<file path="src/rtl/mld_7_4_pkg.sv">
// Shared constants and types for the (7,4) cyclic serial encoder.
//   N, K, P     : code length, message length, parity length
//   G_POLY      : generator g(x) = 1 + x + x^3, bit i = coefficient of x^i
//   GAP_CNT_W   : width of the shared frame/gap counter (covers 0..15)
//   enc_state_e : encoder FSM states
package mld_7_4_pkg;

    localparam int unsigned N         = 7;
    localparam int unsigned K         = 4;
    localparam int unsigned P         = 3;
    localparam logic [3:0]  G_POLY    = 4'b1011;
    localparam int unsigned GAP_CNT_W = 4;

    typedef enum logic [1:0] {
        IDLE,
        MSG,
        PARITY,
        GAP
    } enc_state_e;

endpackage

</file>
<file path="src/rtl/cyclic_parity_lfsr_3.sv">
// Three-stage division register for g(x) = 1 + x + x^3.
// Ports:
//   clk, reset  : clock, synchronous active-high reset
//   clear       : start a new codeword (register treated as 000 this cycle)
//   shift_in_en : divide by one more message bit (din)
//   out_en      : shift the remainder left by one to unload the next parity bit
//   din         : message bit being divided in
//   parity_bit  : current top stage r2 (next parity bit to emit)
module cyclic_parity_lfsr_3
    import mld_7_4_pkg::*;
(
    input  logic clk,
    input  logic reset,
    input  logic clear,
    input  logic shift_in_en,
    input  logic out_en,
    input  logic din,
    output logic parity_bit
);

    logic [P-1:0] r_q;
    logic [P-1:0] r_d;
    logic [P-1:0] base;
    logic         fb;

    always_comb begin
        // clear and shift_in_en may arrive together on the accept cycle:
        // the first message bit is divided into an already-cleared register.
        base = clear ? '0 : r_q;
        r_d  = base;
        fb   = din ^ base[P-1];
        if (shift_in_en) begin
            r_d = {base[1] ^ (fb & G_POLY[2]),
                   base[0] ^ (fb & G_POLY[1]),
                   fb & G_POLY[0]};
        end else if (out_en) begin
            r_d = {base[P-2:0], 1'b0};
        end
    end

    always_ff @(posedge clk) begin
        if (reset) begin
            r_q <= '0;
        end else begin
            r_q <= r_d;
        end
    end

    assign parity_bit = r_q[P-1];

endmodule

</file>
<file path="src/rtl/mld_7_4_serial_encoder.sv">
// Systematic (7,4) cyclic encoder, g(x) = 1 + x + x^3, serial MSB-first output.
// Accepts a 4-bit message on a valid/ready handshake, emits c6..c0
// (m3,m2,m1,m0,p2,p1,p0) with load high, then GAP_CYCLES idle cycles.
// Ports:
//   clk, reset  : clock, synchronous active-high reset
//   msg_in      : message m3..m0, latched at accept
//   msg_valid   : message offered
//   msg_ready   : encoder idle and able to accept
//   bit_stream  : registered serial codeword bit
//   load        : high while bit_stream carries a codeword bit
//   frame_start : one-cycle pulse coincident with c6
//   busy        : FSM not in IDLE
// Optional build macro MLD_ENCODER_ERROR_INJECT_EN adds inject_en / inject_pos
// (sampled at accept) to invert emitted bit c[inject_pos]; 7 injects nothing.
module mld_7_4_serial_encoder
    import mld_7_4_pkg::*;
#(
    parameter int unsigned GAP_CYCLES = 7
) (
    input  logic         clk,
    input  logic         reset,
    input  logic [K-1:0] msg_in,
    input  logic         msg_valid,
`ifdef MLD_ENCODER_ERROR_INJECT_EN
    input  logic         inject_en,
    input  logic [2:0]   inject_pos,
`endif
    output logic         msg_ready,
    output logic         bit_stream,
    output logic         load,
    output logic         frame_start,
    output logic         busy
);

    localparam logic [GAP_CNT_W-1:0] GAP_LAST =
        GAP_CNT_W'((GAP_CYCLES == 0) ? 0 : GAP_CYCLES - 1);

    enc_state_e           state_q, state_d;
    logic [GAP_CNT_W-1:0] cnt_q, cnt_d;
    logic [K-1:0]         msg_q, msg_d;
    logic                 bit_q, bit_d;
    logic                 load_q, load_d;
    logic                 fs_q, fs_d;

    logic                 lfsr_clear, lfsr_shift_in, lfsr_out_en, lfsr_din;
    logic                 parity_bit;
    logic                 raw_bit;
    logic [2:0]           idx;
    logic                 flip;

`ifdef MLD_ENCODER_ERROR_INJECT_EN
    logic                 inj_en_q, inj_en_d;
    logic [2:0]           inj_pos_q, inj_pos_d;
`endif

    cyclic_parity_lfsr_3 u_lfsr (
        .clk         (clk),
        .reset       (reset),
        .clear       (lfsr_clear),
        .shift_in_en (lfsr_shift_in),
        .out_en      (lfsr_out_en),
        .din         (lfsr_din),
        .parity_bit  (parity_bit)
    );

    // Outputs are registered, so each branch computes the bit that will be
    // on bit_stream next cycle; the LFSR absorbs a message bit on the same
    // edge that registers it, leaving the full remainder ready for p2.
    always_comb begin
        state_d       = state_q;
        cnt_d         = cnt_q;
        msg_d         = msg_q;
        raw_bit       = 1'b0;
        load_d        = 1'b0;
        fs_d          = 1'b0;
        idx           = '0;
        lfsr_clear    = 1'b0;
        lfsr_shift_in = 1'b0;
        lfsr_out_en   = 1'b0;
        lfsr_din      = 1'b0;
`ifdef MLD_ENCODER_ERROR_INJECT_EN
        inj_en_d      = inj_en_q;
        inj_pos_d     = inj_pos_q;
`endif
        unique case (state_q)
            IDLE: begin
                if (msg_valid) begin
                    state_d       = MSG;
                    cnt_d         = '0;
                    msg_d         = msg_in;
                    raw_bit       = msg_in[K-1];
                    load_d        = 1'b1;
                    fs_d          = 1'b1;
                    idx           = 3'(N - 1);
                    lfsr_clear    = 1'b1;
                    lfsr_shift_in = 1'b1;
                    lfsr_din      = msg_in[K-1];
`ifdef MLD_ENCODER_ERROR_INJECT_EN
                    inj_en_d      = inject_en;
                    inj_pos_d     = inject_pos;
`endif
                end
            end
            MSG: begin
                load_d = 1'b1;
                if (cnt_q == GAP_CNT_W'(K - 1)) begin
                    state_d     = PARITY;
                    cnt_d       = '0;
                    raw_bit     = parity_bit;
                    idx         = 3'(P - 1);
                    lfsr_out_en = 1'b1;
                end else begin
                    cnt_d         = cnt_q + 1'b1;
                    msg_d         = {msg_q[K-2:0], 1'b0};
                    raw_bit       = msg_q[K-2];
                    idx           = 3'(N - 2) - cnt_q[2:0];
                    lfsr_shift_in = 1'b1;
                    lfsr_din      = msg_q[K-2];
                end
            end
            PARITY: begin
                if (cnt_q == GAP_CNT_W'(P - 1)) begin
                    cnt_d   = '0;
                    state_d = (GAP_CYCLES == 0) ? IDLE : GAP;
                end else begin
                    cnt_d       = cnt_q + 1'b1;
                    load_d      = 1'b1;
                    raw_bit     = parity_bit;
                    idx         = 3'(P - 2) - cnt_q[2:0];
                    lfsr_out_en = 1'b1;
                end
            end
            GAP: begin
                if (cnt_q == GAP_LAST) begin
                    cnt_d   = '0;
                    state_d = IDLE;
                end else begin
                    cnt_d = cnt_q + 1'b1;
                end
            end
            default: begin
                state_d = IDLE;
                cnt_d   = '0;
            end
        endcase

`ifdef MLD_ENCODER_ERROR_INJECT_EN
        flip = load_d && inj_en_d && (inj_pos_d == idx);
`else
        flip = 1'b0;
`endif
        bit_d = raw_bit ^ flip;
    end

    always_ff @(posedge clk) begin
        if (reset) begin
            state_q   <= IDLE;
            cnt_q     <= '0;
            msg_q     <= '0;
            bit_q     <= 1'b0;
            load_q    <= 1'b0;
            fs_q      <= 1'b0;
`ifdef MLD_ENCODER_ERROR_INJECT_EN
            inj_en_q  <= 1'b0;
            inj_pos_q <= '0;
`endif
        end else begin
            state_q   <= state_d;
            cnt_q     <= cnt_d;
            msg_q     <= msg_d;
            bit_q     <= bit_d;
            load_q    <= load_d;
            fs_q      <= fs_d;
`ifdef MLD_ENCODER_ERROR_INJECT_EN
            inj_en_q  <= inj_en_d;
            inj_pos_q <= inj_pos_d;
`endif
        end
    end

    assign msg_ready   = !reset && (state_q == IDLE);
    assign busy        = (state_q != IDLE);
    assign bit_stream  = bit_q;
    assign load        = load_q;
    assign frame_start = fs_q;

endmodule

</file>
<file path="config.mk">
export PLATFORM = sky130hd
export DESIGN_NAME = mld_7_4_serial_encoder
export DESIGN_NICKNAME = d
export VERILOG_FILES = /design/src/rtl/mld_7_4_pkg.sv /design/src/rtl/cyclic_parity_lfsr_3.sv /design/src/rtl/mld_7_4_serial_encoder.sv
export SDC_FILE = /design/constraint.sdc
export NUM_CORES = 1
export LEC_CHECK = 0
export CAP_MARGIN = 0
export CORE_MARGIN = 5
export CORE_UTILIZATION = 35
export CTS_CLUSTER_DIAMETER = 150
export DETAILED_ROUTE_END_ITERATION = 10
export DONT_BUFFER_PORTS = 1
export SETUP_SLACK_MARGIN = 0.3
export SLEW_MARGIN = 20
export SYNTH_ARGS = -nofsm -noshare
export SYNTH_HDL_FRONTEND = slang
export SYNTH_SLANG_ARGS = --single-unit
</file>
<file path="constraint.sdc">
create_clock -name clk -period 2.8 [get_ports clk]
set_input_delay 0.42 -clock clk [delete_from_list [all_inputs] [get_ports clk]]
set_output_delay 0.42 -clock clk [all_outputs]
set_load 0.01 [all_outputs]
</file>
==> results of run 1 <==
-- power by group through the flow --
stage	sequential, mW	combinational (mW)	clock (mW)
2_1_floorplan	0.324	0.428	0
3_3_place_gp	0.331	0.480	0
3_5_place_dp	0.335	0.489	0
4_1_cts	0.330	0.490	0.132
5_1_grt	0.341	0.546	0.140
6_report	0.330	0.491	0.128
-- registers in the layout (all words and copies together) (netlist names) --
| name | cells |
|---|---|
| state_q | 2 |
| frame_start | 1 |
| u_lfsr.r_q | 3 |
| bit_stream | 1 |
| msg_q | 3 |
| cnt_q | 4 |
| load | 1 |
-- per-stage QoR --
| step | total power, mW | utilization (%) | instances | hold slack, ps | worst slack [ps] |
|---|---|---|---|---|---|
| detailed placement | 0.8236 | 35.72 | 131 | 477.6 | 814.2 |
| global route | 1.027 | 36.70 | 135 | 179.2 | 618.8 |
| finish | 0.9491 | 36.70 | 135 | 185.6 | 798.0 |
| floorplan | 0.7518 | - | 104 | 460.1 | 1033 |
| global placement | 0.8111 | 35.72 | 131 | 474.9 | 828.2 |
| CTS | 0.9524 | 36.70 | 135 | 177.6 | 799.9 |
-- path summary, 6_finish.rpt --
| check | startpoint | endpoint | slack [ps] | cells after the start |
|---|---|---|---|---|
| setup reg to reg | state_q[1]$_SDFFE_PP0P_ | u_lfsr.r_q[1]$_SDFF_PP0_ | 800 | 6 |
| setup / recovery | state_q[1]$_SDFFE_PP0P_ | u_lfsr.r_q[1]$_SDFF_PP0_ | 800 | 6 |
| hold reg to reg | u_lfsr.r_q[1]$_SDFF_PP0_ | u_lfsr.r_q[1]$_SDFF_PP0_ | 490 | 2 |
| hold / removal | reset | u_lfsr.r_q[1]$_SDFF_PP0_ | 190 | 1 |
-- critical path, delay by kind of cell, from the launching register on --
kind | cells | cell delay, ps
buf+inv | 1 | 120
simple gates | 2 | 720
flops | 1 | 360
fa+ha+maj | 1 | 470
compound gates | 2 | 280
-- cells in the final DEF, fill, tap and decap left out, types with 2 or more instances in the layout --
master     n
inv_1      6
dfxtp_1   15
nor3_1     6
mux2i_1    4
a211oi_1   3
a31oi_1    3
or3b_1     3
ha_1       8
nor2_1     7
a21oi_1    4
o21ai_0    2
nand3_1    2
clkbuf_4   3
and2_1     2
nand2_1    5
nand4_1    4
o211a_1    2
-- routing by layer --
metal	part of all wire (%)	wire (um)
met4	1.1	20
met1	47	887
met5	0	0
met2	44	828
met3	8.4	159
-- cell type report --
type,count,area (um2)
clock buffer,4,26.28
multi-input combinational,79,598.1
inverter,6,22.52
tap,31,38.79
fill,282,1700
sequential,15,300.3
-- kinds of logic (layout without fill, tap and decap cells) --
| family | count (synthesis) | in the layout | share of synthesized area (%) |
|---|---|---|---|
| flip-flops | 15 | 15 | 31.37 |
| AND/OR/NAND/NOR | 42 | 42 | 26.93 |
| adder cells (fa/ha/maj) | 8 | 8 | 10.46 |
| buffers and inverters | 10 | 10 | 6.143 |
| AO/OA/AOI/OAI | 23 | 23 | 19.09 |
| multiplexers | 4 | 4 | 4.183 |
| XOR/XNOR | 2 | 2 | 1.830 |
==> flow_summary.ini, run 1 <==
[worst_setup_path]
slowest_delay_ps = 470
worstPathMaxFanout = 12
slowest_stage = ha_1
critPathKind = register to register
crit_required_ps = 3030
crit_arrival_ps = 2230
end_kind = register
path_cells = inv_1, ha_1, and4bb_2, a22oi_2, or3b_1, a31oi_1
startpoint_type = register

[timing]
final-setup-viol-count = 0
worstMarginPinSlew_ps = 485.0
period_share_pct = 71.50
rsz0062_at_grt = no
tns_ps = 0
skew_ps = 5.845
fmax_mhz = 499.5
relSlewSlack_pct = 67.67
slew_viol_final = 0
fin_crit_ps = 2002
finalHoldViolCount = 0

[final_layout]
syn2layout_area_growth_pct = 3.007
drive_gt1_share_pct = 11.54
final_cell_area_um2 = 985.9
nets = 120
antenna_cells = 0

[power_and_ir_drop]
powerDensity_mw_per_mm2 = 962.6
p_sw_mw = 0.4189
pwr-share-seq_pct = 34.8
clkPwrFrac_pct = 13.5
vdd_drop_max_mv = 0.6114
pwr-share-comb_pct = 51.7
internal_power_mw = 0.5302
p_leak_nw = 0.3779
swShare_pct = 44.14

[synth]
syn_area_um2 = 957.2
syn_inst = 104
synth.net_count = 119
synthFlopType = dfxtp_1
synth.area.top_cells = dfxtp_1 (31%), ha_1 (10%), mux2i_1 (4.2%)
yosysSeqAreaShare_pct = 31.37
syn-mean-instance-area_um2 = 9.204
async_flop_share_pct = 0
synth_warnings = 0
synth_top_area_cell = dfxtp_1
synth_edf_count = 0
yosysTopAreaCellShare_pct = 31.37
yosysMostFrequentCell = dfxtp_1
yosys-top-cells-count = dfxtp_1 (15), ha_1 (8), nor2_1 (7)
yosys_register_bits = 15
synth.distinct_cells = 44

[global_route]
grt_usage_pct = 9.773
antenna_found_initial = 0
grt_pass1_vias = 693
met1_usage_pct = 11.37
grt_use_met3_pct = 4.865
grt_overflow = 0
grt_first_pass_wirelength_um = 3070
top_usage_layer = met2
met2_usage_pct = 15.28
grt_max_degree = 15

[cts]
htree_levels = 1
root_buffer = clkbuf_4
clk_latency_ps = 290
cts.sinks = 15
cts_tree = built
numCtsBuffers = 3
path_clk_slew_ps = 90
postCtsResizedCells = 0
cts_buffer_depth = 2
postCtsSetupRepairBufs = 0
postCtsHoldBufs = 0

[floorplanning]
fp.coreArea_mm2 = 0.002686
die_w_um = 62.30
io_pins = 12
rows = 19
fp.dieH_um = 62.30
die_area_mm2 = 0.003881
initial_core_util_pct = 35.63

[drt]
drt_iter0_drc = 15
finalWirelength_um = 1896
drc = 0
ant_nets = 0
post_drt_wl_per_cell_um = 14.04
first_pass_iters = 4
vias = 751
vias_per_cell = 5.563

[placed_design]
hpwl_um = 1438
gp_congestion = 0.6978
dpl-instance-area_um2 = 959.7
port_buffers = 0

[run_status]
status = finished, final reports clean

[hold_path]
worstHoldPathType = input pin to register

[run]
maxCapViolCount = 0
Note: power is estimated with default switching activity, not from simulation.
==> run 2: changes to the inputs <==
==> constraint.sdc (replaced) <==
create_clock -name clk -period 1.74 [get_ports clk]
set_input_delay 0.261 -clock clk [delete_from_list [all_inputs] [get_ports clk]]
set_output_delay 0.261 -clock clk [all_outputs]
set_load 0.01 [all_outputs]
==> flow_summary.ini, run 2 (synthesis results as in run 1) <==
[cts]
htree_levels = 1
clk_latency_ps = 290
cts_buffer_depth = 2
root_buffer = clkbuf_4
cts.sinks = 15
cts_tree = built
path_clk_slew_ps = 90
numCtsBuffers = 3

[floorplanning]
fp.dieH_um = 62.30
die_w_um = 62.30
initial_core_util_pct = 35.63
rows = 19
fp.coreArea_mm2 = 0.002686
die_area_mm2 = 0.003881
io_pins = 12

[global_route]
antenna_found_initial = 0
grt_first_pass_wirelength_um = 3788
grt_usage_pct = 11.76
grt_overflow = 0
grt_max_degree = 15
grt_pass1_vias = 834

[power_and_ir_drop]
p_sw_mw = 0.8702
clkPwrFrac_pct = 9.8
pwr-share-comb_pct = 63.9
p_leak_nw = 0.5006
vdd_drop_max_mv = 0.7579
swShare_pct = 40.45
pwr-share-seq_pct = 26.3
internal_power_mw = 1.281
powerDensity_mw_per_mm2 = 1657

[timing]
skew_ps = 2.506
final-setup-viol-count = 0
setup_ws_ps = 21.50
finalHoldViolCount = 0
tns_ps = 0
relSlewSlack_pct = 79.39
slew_viol_final = 0
fin_crit_ps = 1718
rsz0062_at_grt = yes
worstMarginPinSlew_ps = 308.7
fmax_mhz = 581.9
period_share_pct = 98.76

[drt]
finalWirelength_um = 2194
vias_per_cell = 5.353
ant_nets = 0
vias = 835
first_pass_iters = 4
drc = 0
drt_iter0_drc = 42
post_drt_wl_per_cell_um = 14.06

[worst_setup_path]
crit_required_ps = 1970
worstPathMaxFanout = 6
r2r_setup_slack_ps = 20
startpoint_type = register
critPathKind = register to register
reg2reg_from = state_q[1]$_SDFFE_PP0P_
r2r_cells = 7
worstReg2RegEnd = u_lfsr.r_q[1]$_SDFF_PP0_
crit_arrival_ps = 1950
end_kind = register

[final_layout]
drive_gt1_share_pct = 42.40
largest_register_ffs = 4
layout_common_cells = buf_4 (16), dfxtp_1 (11), nor2_1 (5), nand2_1 (5)
nets = 141
top_register = cnt_q
layout_commonest_cell = buf_4
antenna_cells = 0
top_regs = cnt_q: 4 flops, msg_q: 3 flops, u_lfsr.r_q: 3 flops
syn2layout_area_growth_pct = 35.69
finalCoreUtilization_pct = 48.35

[run]
maxCapViolCount = 0

[run_status]
status = finished, final reports clean

[hold_path]
worstHoldPathCells = 1
min_from = reset
worstHoldPathType = input pin to register
min_to = cnt_q[1]$_SDFFE_PP0P_

[placed_design]
hpwl_um = 1477
port_buffers = 0
gp_congestion = 0.8392
pre_cts_ws_ps = -17.45
==> run 2: critical path, cell delays in order, from the launching register on <==
cell      delay, ps
dfxtp_4         380
buf_12          130
inv_8            50
ha_4            160
and4bb_2        310
a22oi_2         120
or3b_1          350
a31oi_1         150
==> run 2: layout make-up <==
| class | count | area [um2] |
|---|---|---|
| multi-input cells | 79 | 694.4 |
| fillers | 249 | 1388 |
| clock buffers | 4 | 26.28 |
| repair buffers | 21 | 183.9 |
| flip-flops and latches | 15 | 315.3 |
| well taps | 31 | 38.79 |
| inverters | 6 | 40.04 |
==> run 2: worst max-delay path by stage <==
stage          cells after the start  slack, ps                        to                    start
3_3_place_gp                       5         50   state_q[1]$_SDFFE_PP0P_  state_q[0]$_SDFFE_PP0P_
2_1_floorplan                      7        100   state_q[0]$_SDFFE_PP0P_  state_q[1]$_SDFFE_PP0P_
3_5_place_dp                       5        -20   state_q[1]$_SDFFE_PP0P_  state_q[0]$_SDFFE_PP0P_
6_report                           7         20  u_lfsr.r_q[1]$_SDFF_PP0_  state_q[1]$_SDFFE_PP0P_
4_1_cts                            6         -2     cnt_q[0]$_SDFFE_PP0P_  state_q[1]$_SDFFE_PP0P_
5_1_grt                            8        -60     cnt_q[1]$_SDFFE_PP0P_  state_q[1]$_SDFFE_PP0P_
==> run 2: stage by stage <==
step	instances	power [mW]	hold slack (ps)	instance area, um2
floorplan	104	1.338	333.8	1026
global placement	132	1.461	335.8	1036
detailed placement	132	1.493	336.7	1036
CTS	152	2.060	22.23	1250
global route	156	2.331	0.7365	1299
finish	156	2.151	14.23	1299
==> run 2: power groups by stage <==
stage | Clock (mW) | Combinational, mW | Sequential, mW
after floorplan | 0 | 0.782 | 0.556
after CTS | 0.209 | 1.29 | 0.563
after detailed placement | 0 | 0.916 | 0.578
after global placement | 0 | 0.890 | 0.571
final | 0.211 | 1.37 | 0.565
after global routing | 0.236 | 1.51 | 0.581
==> run 2: repair_timing <==
action | CTS | global route
hold endpoints to repair | 0 | 1
setup endpoints to repair | 15 | 15
resized for setup | 17 | 6
hold buffers | 0 | 1
pin swaps | 14 | 7
buffers inserted | 16 | 3
==> run 2: per-layer routing <==
layer | global-route usage (%) | vias to the layer above | wire length, um
met2 | 19.82 | 15 | 1114
met4 | 5.836 | 0 | 51
li1 | - | 427 | -
met1 | 13.39 | 386 | 940
met5 | 0 | - | 0
met3 | 3.423 | 7 | 88
